--- config.mk ---
export PLATFORM = sky130hd
export DESIGN_NAME = fuzz_round_sequencer
export DESIGN_NICKNAME = d
export VERILOG_FILES = /design/src/rtl/fuzz_round_sequencer_pkg.sv /design/src/rtl/fuzz_round_sequencer_stall_watchdog.sv /design/src/rtl/fuzz_round_sequencer.sv
export SDC_FILE = /design/constraint.sdc
export NUM_CORES = 1
export LEC_CHECK = 0
export ABC_CLOCK_PERIOD_IN_PS = 9300
export CAP_MARGIN = 10
export CORE_UTILIZATION = 40
export CTS_CLUSTER_SIZE = 30
export DETAILED_ROUTE_END_ITERATION = 10
export GPL_TIMING_DRIVEN = 0
export PLACE_DENSITY = 0.65
export SLEW_MARGIN = 0
export SYNTH_ARGS = -nofsm -noshare
export SYNTH_HDL_FRONTEND = slang
export SYNTH_SLANG_ARGS = --single-unit
--- constraint.sdc ---
create_clock -name clock -period 9.3 [get_ports clock]
set_clock_uncertainty 0.05 [all_clocks]
set_input_delay 1.395 -clock clock [delete_from_list [all_inputs] [get_ports clock]]
set_output_delay 1.395 -clock clock [all_outputs]
set_load 0.1 [all_outputs]
--- src/rtl/fuzz_round_sequencer_pkg.sv ---
`default_nettype none
// ============================================================================
//  fuzz_seq_pkg
//  Shared state encoding and round-status codes for the fuzz round sequencer.
//  Revision: 1.0
// ============================================================================
package fuzz_seq_pkg;

    typedef enum logic [2:0] {
        IDLE   = 3'd0,
        RST    = 3'd1,
        RUN    = 3'd2,
        REPORT = 3'd3,
        RELOAD = 3'd4,
        HALT   = 3'd5
    } seq_state_t;

    localparam logic [2:0] ST_NONE    = 3'd0;
    localparam logic [2:0] ST_PASS    = 3'd1;
    localparam logic [2:0] ST_TIMEOUT = 3'd5;

    function automatic logic [63:0] sat_inc64(input logic [63:0] v);
        return (&v) ? v : v + 64'd1;
    endfunction

endpackage
`default_nettype wire

--- src/rtl/fuzz_round_sequencer_stall_watchdog.sv ---
`default_nettype none
// ============================================================================
//  stall_watchdog
//  Coverage-stall and tohost watchdog counters driving the DUT interrupt.
//  Revision: 1.0
// ============================================================================
module stall_watchdog #(
    parameter int COV_W       = 30,
    parameter int MAX_WAIT    = 1000,
    parameter int STALL_SHIFT = 19,
    parameter int WDOG_LIMIT  = 50000
) (
    input  logic             clock,
    input  logic             reset,
    input  logic             run_en,
    input  logic             tohost_done,
    input  logic [COV_W-1:0] cov,
    output logic             interrupt
);

    logic [COV_W-1:0] r_pre_cov;
    logic [31:0]      r_stall;
    logic [31:0]      r_wdog;
    logic             r_irq;

    logic [31:0]      w_stall_next;
    logic [31:0]      w_wdog_next;
    logic [63:0]      w_threshold;
    logic             w_fire;

    always_comb begin
        w_threshold = 64'(MAX_WAIT) * (64'(cov >> STALL_SHIFT) + 64'd1);

        if (tohost_done || (cov != r_pre_cov))
            w_stall_next = '0;
        else
            w_stall_next = (&r_stall) ? r_stall : r_stall + 32'd1;

        if (tohost_done)
            w_wdog_next = '0;
        else
            w_wdog_next = (&r_wdog) ? r_wdog : r_wdog + 32'd1;

        w_fire = ({32'd0, w_stall_next} >= w_threshold) ||
                 (w_wdog_next >= 32'(WDOG_LIMIT));
    end

    // pre_cov follows cov outside RUN so a steady probe counts as stalled
    // from the very first RUN cycle.
    always_ff @(posedge clock) begin
        if (!reset) begin
            r_pre_cov <= '0;
            r_stall   <= '0;
            r_wdog    <= '0;
            r_irq     <= 1'b0;
        end else if (run_en) begin
            r_pre_cov <= cov;
            r_stall   <= w_stall_next;
            r_wdog    <= w_wdog_next;
            r_irq     <= w_fire;
        end else begin
            r_pre_cov <= cov;
            r_stall   <= '0;
            r_wdog    <= '0;
            r_irq     <= 1'b0;
        end
    end

    assign interrupt = r_irq & run_en;

endmodule
`default_nettype wire

--- src/rtl/fuzz_round_sequencer.sv ---
`default_nettype none
// ============================================================================
//  fuzz_round_sequencer
//  Per-round controller: DUT reset, run, pass/timeout detection, report, reload.
//  Revision: 1.0
// ============================================================================
module fuzz_round_sequencer
    import fuzz_seq_pkg::*;
#(
    parameter int COV_W       = 30,
    parameter int MAX_WAIT    = 1000,
    parameter int STALL_SHIFT = 19,
    parameter int WDOG_LIMIT  = 50000,
    parameter int RST_CYCLES  = 4
) (
    input  logic             clock,
    input  logic             reset,
    input  logic             start,
    input  logic [63:0]      max_cycles,
    input  logic [63:0]      tohost,
    input  logic [COV_W-1:0] cov,
    input  logic             reload_ack,
    input  logic             reload_ok,
    output logic             dut_reset,
    output logic             interrupt,
    output logic             reload_req,
    output logic             round_done,
    output logic [2:0]       round_status,
    output logic [63:0]      cycle_count,
    output logic             busy
);

    localparam int c_RST_CNT_W = (RST_CYCLES > 1) ? $clog2(RST_CYCLES) : 1;
    localparam logic [c_RST_CNT_W-1:0] c_RST_LAST = c_RST_CNT_W'(RST_CYCLES - 1);

    seq_state_t             r_state;
    seq_state_t             w_next_state;
    logic [c_RST_CNT_W-1:0] r_rst_cnt;
    logic [63:0]            r_cycle_count;
    logic [2:0]             r_status;

    logic [63:0]            w_cycle_next;
    logic                   w_pass;
    logic                   w_timeout;
    logic                   w_unused_tohost;

    assign w_unused_tohost = ^tohost[63:1];

    // Timeout compares the count including the current cycle, so a round
    // with limit N spends exactly N cycles in RUN.
    always_comb begin
        w_next_state = r_state;
        w_cycle_next = sat_inc64(r_cycle_count);
        w_pass       = tohost[0];
        w_timeout    = (max_cycles != 64'd0) && (w_cycle_next >= max_cycles);

        case (r_state)
            IDLE:    if (start) w_next_state = RST;
            RST:     if (r_rst_cnt == c_RST_LAST) w_next_state = RUN;
            RUN:     if (w_pass || w_timeout) w_next_state = REPORT;
            REPORT:  w_next_state = RELOAD;
            RELOAD:  if (reload_ack) w_next_state = reload_ok ? RST : HALT;
            HALT:    w_next_state = HALT;
            default: w_next_state = IDLE;
        endcase
    end

    always_ff @(posedge clock) begin
        if (!reset) begin
            r_state       <= IDLE;
            r_rst_cnt     <= '0;
            r_cycle_count <= '0;
            r_status      <= ST_NONE;
        end else begin
            r_state   <= w_next_state;
            r_rst_cnt <= (r_state == RST) ? r_rst_cnt + c_RST_CNT_W'(1) : '0;

            if (w_next_state == RST)
                r_cycle_count <= '0;
            else if (r_state == RUN)
                r_cycle_count <= w_cycle_next;

            if ((r_state == RUN) && (w_pass || w_timeout))
                r_status <= w_pass ? ST_PASS : ST_TIMEOUT;
        end
    end

    stall_watchdog #(
        .COV_W       (COV_W),
        .MAX_WAIT    (MAX_WAIT),
        .STALL_SHIFT (STALL_SHIFT),
        .WDOG_LIMIT  (WDOG_LIMIT)
    ) u_stall_watchdog (
        .clock       (clock),
        .reset       (reset),
        .run_en      (r_state == RUN),
        .tohost_done (tohost[0]),
        .cov         (cov),
        .interrupt   (interrupt)
    );

    assign dut_reset    = (r_state != RUN);
    assign round_done   = (r_state == REPORT);
    assign reload_req   = (r_state == RELOAD);
    assign busy         = (r_state != IDLE) && (r_state != HALT);
    assign round_status = r_status;
    assign cycle_count  = r_cycle_count;

endmodule
`default_nettype wire

After elaboration in Yosys (flattened, before gate mapping)
Cells that the tools add are included.
- add/subtract/negate cells: 5
- $mul: 1
- magnitude comparators: 3
- eq/ne operators: 10
- muxes and demuxes: 12
- bitwise logic cells: 2
- reduce and logical (&&, ||, !) cells: 15
- operators by type and width (kind ; number):
    32-bit two-way mux ; 4
    32-bit by 1-bit adder with 32-bit output (second input constant) ; 2
    64-bit by 1-bit adder with 64-bit output (second input constant) ; 1
    32-bit by 64-bit >= comparator with 1-bit output ; 1
    64-bit >= comparator ; 1
    7-bit by 64-bit multiplier with 61-bit output (first input constant) ; 1
    64-bit two-way mux ; 1
    32-bit AND reduction ; 2
    64-bit AND reduction ; 1
    64-bit nonzero test ; 1
    32-bit by 16-bit >= comparator with 1-bit output (second input constant) ; 1
    30-bit inequality test ; 1
    3-bit two-way mux ; 6
    3-bit one-hot mux with 6 select lines ; 1
    11-bit by 1-bit adder with 12-bit output (second input constant) ; 1
    3-bit by 1-bit == test with 1-bit output (second input constant) ; 2
    3-bit by 2-bit == test with 1-bit output (second input constant) ; 2
    3-bit == test (second input constant) ; 2
    2-bit AND reduction ; 2
    1-bit logical AND ; 3
    3-bit zero test ; 1
    1-bit logical OR ; 3
    3-bit by 2-bit inequality test with 1-bit output (second input constant) ; 1
    3-bit inequality test (second input constant) ; 1
    6 further kinds ; 6
- flip-flop bits (word level): 167
- input bits: 163
- output and inout bits: 72
- word-level logic and storage cells: 56

Depth between registers and ports, before layout
- word-level depth: 9
- gate-level depth with buffers: 29
- mapped depth without buffers: 28

Hierarchy
From an unflattened synthesis, not the netlist that was laid out.
- cell total of the unflattened synthesis: 1805
- area total of the unflattened synthesis: 14345.0 um2
- by module, submodules not included (module ; instances ; cells each ; area each (um2) ; sequential area each (um2)):
    stall_watchdog ; 1 ; 892 ; 7594.8 ; 1901.8
    fuzz_round_sequencer ; 1 ; 913 ; 6750.2 ; 1421.4

Least setup slack after synthesis
OpenSTA, ideal clock, no wires.
- path kind: input to register
- from: input cov[21]
- to: register u_stall_watchdog.r_irq
- setup time: 0.074 ns
- arrival time: 7.254 ns
- data required time: 9.176 ns
- setup slack: 1.922 ns
- stages: 28
- buffers on the path: 1
- cell sequence: clkbuf_1 > and3_1 > and3_1 > and2_1 > nand2_1 > xor2_1 > inv_1 > fa_1 > inv_1 > fa_1 > fa_1 > fa_1 > inv_1 > ha_1 > and3_1 > a21oi_1 > o21ai_0 > o31ai_1 > o2111ai_1 > a21oi_1 > xor2_1 > ha_1 > nand4_1 > nor2_1 > o21ai_0 > nor4_1 > o41ai_1 > a31oi_1
- word-level cells in the longest chain between the ends: 5
- elaborated cells on any way between the ends: 7
- those cells by class: add/sub (1); mul (1); order compare (1); eq/ne (1); mux (1); reduce/logical (2)
- RTL lines (element ; RTL line ; RTL):
    start, declared ; fuzz_round_sequencer.sv:21 ; input logic [COV_W-1:0] cov,
    parallel branches: the longest is 3 deep, another holds 7-bit by 64-bit multiplier with 61-bit output ; -- ;
    32-bit by 64-bit >= comparator with 1-bit output (*) ; fuzz_round_sequencer_stall_watchdog.sv:44 ; w_fire = ({32'd0, w_stall_next} >= w_threshold) ||
    1-bit logical OR (*) ; fuzz_round_sequencer_stall_watchdog.sv:44 ;
    end signal, assigned ; fuzz_round_sequencer_stall_watchdog.sv:60 ; r_irq <= w_fire;
    end, declared ; fuzz_round_sequencer_stall_watchdog.sv:24 ; logic r_irq;
Mark *: on every way between the ends.
A chain may end at the register's enable or synchronous reset.

Final worst setup path
- from: input cov[19]
- to: register u_stall_watchdog.r_irq
The elaborated chain is that of the path after synthesis.

==> metrics.yaml <==
detailed_routing:
  route.detailed.wl_per_inst_um: 15.52
  detail_route.first_pass.iterations: 5
  drt-vias-per-instance: 5.172
  initialDrtViolationCount: 650
  vias: 11880
  antenna_left: 0
  final_routed_wirelength_across_all_metal_layers_mm: 35.63
  remaining_drc_errors: 0
setup_path:
  setup.worst_path.class: "input pin to register"
  critPathBufInv: 5
  worst_setup_path_end_kind: "register"
  critical_path.most_common_cell: "sky130_fd_sc_hd__fa_1"
  crit_path_top_delay_cell: "sky130_fd_sc_hd__fa_1"
  worst_ep_arrival_time_ps: 8660
  worst_path_largest_cell_delay_ps: 580
  critical_path_required_ps: 9600
  timing.critical_path.fanout_max: 7
  path_delay_family: "adder cells"
  crit_path_start_kind: "input pin"
sta:
  portion_of_the_clock_cycle_consumed_by_the_worst_path_in_the_final_layout_pct: 89.93
  grt_setup_unrepaired: "false"
  final_hold_viol_count: 0
  timing.final.setup_violations: 0
  relSlewSlack_pct: 18.87
  tightest_slew_ps: 1213
  whs_ps: 382.6
  period_needed_ps: 8363
  setup_tns_ps: 0
  slew_violations: 0
  maxClockFrequency_ghz: 0.1196
layout:
  final_cells: 2296
  drive_above_1_share_pct: 4.695
  register_area_um2: 3323
  finalCoreUtilization_pct: 49.43
  multiInputGateArea_um2: 9320
  finish.net_count: 2169
  num-fill-cells: 3188
  area.growth.synth_to_final_pct: 20.70
floorplanning:
  core-area_um2: 32780
  fp.dieArea_um2: 34300
  dieWidth_um: 185.2
  num_io_pins: 235
  rows: 66
  start_util_pct: 40.95
  floorplan.die.height_um: 185.2
cts:
  tritoncts: "yes"
  cts_root_buffer: "sky130_fd_sc_hd__clkbuf_16"
  count_of_hold_fix_buffers_inserted_at_cts: 0
  cts_buffers: 17
  total_number_of_clock_tree_sinks: 166
  htree_num_levels: 4
  cts.reportedPaths.clkPinSlew_ps: 80
  cts_resized: 0
  clock_latency_ps: 430
  post_cts_buffers: 0
  max-clock-path-buffers: 2
synth:
  postSynth.topFlopCell: "sky130_fd_sc_hd__dfxtp_1"
  ys_ff_latch: 166
  synth_nets: 1982
  post_synth_main_area_contributors: "sky130_fd_sc_hd__dfxtp_1 25%, sky130_fd_sc_hd__ha_1 12%, sky130_fd_sc_hd__xnor2_1 8.2%, sky130_fd_sc_hd__xor2_1 7.3%, sky130_fd_sc_hd__nor2_1 5.6%"
  synth_cells: 1653
  syn_area_um2: 13430
  async_set_or_reset_register_ratio_after_synthesis_pct: 0
  synth_area_per_cell_um2: 8.123
  number_of_flops_mapped_to_enable_cells_by_yosys: 0
  yosys.area.top_type_share_pct: 24.75
  ys_seq_area_share_pct: 24.75
  netlist.top_cell.by_area: "sky130_fd_sc_hd__dfxtp_1"
  synth_cell_types: 83
  yosysWarnings: 0
global_routing:
  use_met1_pct: 26.76
  largest_net_degree_at_the_start_of_global_routing: 17
  number_of_global_route_vias_before_repair: 11490
  global_route.usage.total_pct: 21.23
  global_route.overflow_total: 0
  grt_antenna_before_repair: 0
  global_route_wire_length_before_repair_mm: 57.65
  grt_busiest_layer: "met2"
  global_route.usage.met3_pct: 4.640
  global_route.usage.met2_pct: 35.26
placed_design:
  numPortBuffers: 168
  place.detailed.instances: 2263
  place.detailed.hpwl_mm: 28.65
  routabilityCongestion: 0.8751
hold_path:
  min-delay-path-class: "register to register"
power:
  total_leakage_power_nw: 6.719
  p_per_area_nw_per_um2: 146.4
  worst_ir_drop_vdd_uv: 131.2
outcome:
  outcome: "complete, no violations"
job:
  drv.max_cap_violation_count: 0
path summary, 6_finish.rpt:
check                                            startpoint                           endpoint  slack, ps  cells past startpoint
worst max-delay path                                cov[19]  u_stall_watchdog.r_irq$_SDFF_PN0_        940                     28
worst min-delay path                r_rst_cnt[0]$_SDFF_PN0_            r_rst_cnt[0]$_SDFF_PN0_        380                      1
worst max register to register  cycle_count[6]$_SDFFE_PP0N_       round_status[0]$_SDFFE_PN0P_       4330                     19
worst min register to register      r_rst_cnt[0]$_SDFF_PN0_            r_rst_cnt[0]$_SDFF_PN0_        380                      1
Yosys cell counts (5+ instances only):
cell,number
sky130_fd_sc_hd__nor4_1,27
sky130_fd_sc_hd__nand4_1,62
sky130_fd_sc_hd__xor2_1,112
sky130_fd_sc_hd__and2_1,48
sky130_fd_sc_hd__nand2_1,118
sky130_fd_sc_hd__and4_1,14
sky130_fd_sc_hd__nand2b_1,7
sky130_fd_sc_hd__or3_1,16
sky130_fd_sc_hd__nor3_2,7
sky130_fd_sc_hd__o21ai_0,35
sky130_fd_sc_hd__xnor2_1,125
sky130_fd_sc_hd__a21oi_1,53
sky130_fd_sc_hd__buf_2,11
sky130_fd_sc_hd__inv_1,142
sky130_fd_sc_hd__ha_1,134
sky130_fd_sc_hd__a31oi_1,6
sky130_fd_sc_hd__and3_1,30
sky130_fd_sc_hd__a21o_1,34
sky130_fd_sc_hd__or2_2,8
sky130_fd_sc_hd__clkbuf_1,39
sky130_fd_sc_hd__nand3_1,73
sky130_fd_sc_hd__o21a_1,7
sky130_fd_sc_hd__nor3_1,39
sky130_fd_sc_hd__fa_1,32
sky130_fd_sc_hd__nor2_1,199
sky130_fd_sc_hd__dfxtp_1,166
sky130_fd_sc_hd__mux2i_1,5
sky130_fd_sc_hd__nor2b_1,7
power breakdown:
group | switching, W | internal, W
Sequential | 0.00000336 | 0.000718
Combinational | 0.000529 | 0.000439
Clock | 0.000333 | 0.000349
Total | 0.000866 | 0.00151
state kept, by name, summed over array words and instances, names as in the netlist:
name                        count
cycle_count                    64
u_stall_watchdog.r_stall       32
u_stall_watchdog.r_wdog        32
u_stall_watchdog.r_pre_cov     30
r_state                         3
r_rst_cnt                       2
round_status                    2
u_stall_watchdog.r_irq          1
cells in the final DEF (no fill, tap or decap), drive strengths merged, types with 5 or more instances in the layout:
| cell | netlist | routed |
|---|---|---|
| inv | 142 | 149 |
| clkdlybuf4s50 | 0 | 168 |
| a21oi | 55 | 55 |
| nand2b | 7 | 7 |
| xnor2 | 125 | 125 |
| buf | 16 | 16 |
| fa | 32 | 32 |
| o21a | 7 | 7 |
| ha | 134 | 134 |
| nor3 | 47 | 47 |
| or3 | 16 | 16 |
| and2 | 48 | 48 |
| clkinv | 1 | 7 |
| and4 | 17 | 17 |
| or2 | 10 | 10 |
| mux2i | 5 | 5 |
| clkbuf | 39 | 57 |
| nand3 | 75 | 75 |
| and3 | 30 | 30 |
| nand2 | 119 | 119 |
| nor4 | 32 | 32 |
| nand4 | 64 | 64 |
| o21ai | 38 | 38 |
| dfxtp | 166 | 166 |
| a31oi | 6 | 6 |
| a21o | 34 | 34 |
| nor2 | 199 | 199 |
| xor2 | 112 | 112 |
| nor2b | 7 | 7 |
| a21boi | 5 | 5 |
layout make-up:
type | instances | share of cell area [%]
clock inverter | 14 | 0.6949
timing repair buffer | 168 | 10.38
sequential | 166 | 20.51
tap | 442 | 3.413
buffer | 55 | 1.521
inverter | 143 | 3.312
clock buffer | 18 | 2.648
multi-input combinational | 1289 | 57.51
antenna | 1 | 0.01544
per-stage QoR:
stage                     power (W)  area, µm²  worst slack (ps)
final                      0.002372      16210             936.7
after floorplan            0.001486      13430              1922
after detailed placement   0.001708      15660             412.2
after CTS                  0.002394      16200             861.3
after global routing       0.002567      16200             295.5
after global placement     0.001682      15660             541.8
cells by family (layout without fill, tap and decap cells):
| family | after synthesis | after routing | share of synthesized area (%) |
|---|---|---|---|
| compound gates | 188 | 188 | 9.319 |
| xor+xnor | 237 | 237 | 15.46 |
| fa+ha+maj | 166 | 166 | 17.26 |
| buf+inv | 198 | 398 | 5.833 |
| flops | 166 | 166 | 24.75 |
| mux | 7 | 7 | 0.5405 |
| other cells | 1 | 2 | 0.02793 |
| simple gates | 690 | 690 | 26.81 |
routing by layer:
metal,wire (µm),share of wire (%)
met4,1023,2.9
met2,16470,46
met3,1860,5.2
met1,16280,46
met5,0,0
No activity file was read; power rests on OpenSTA's default activity.
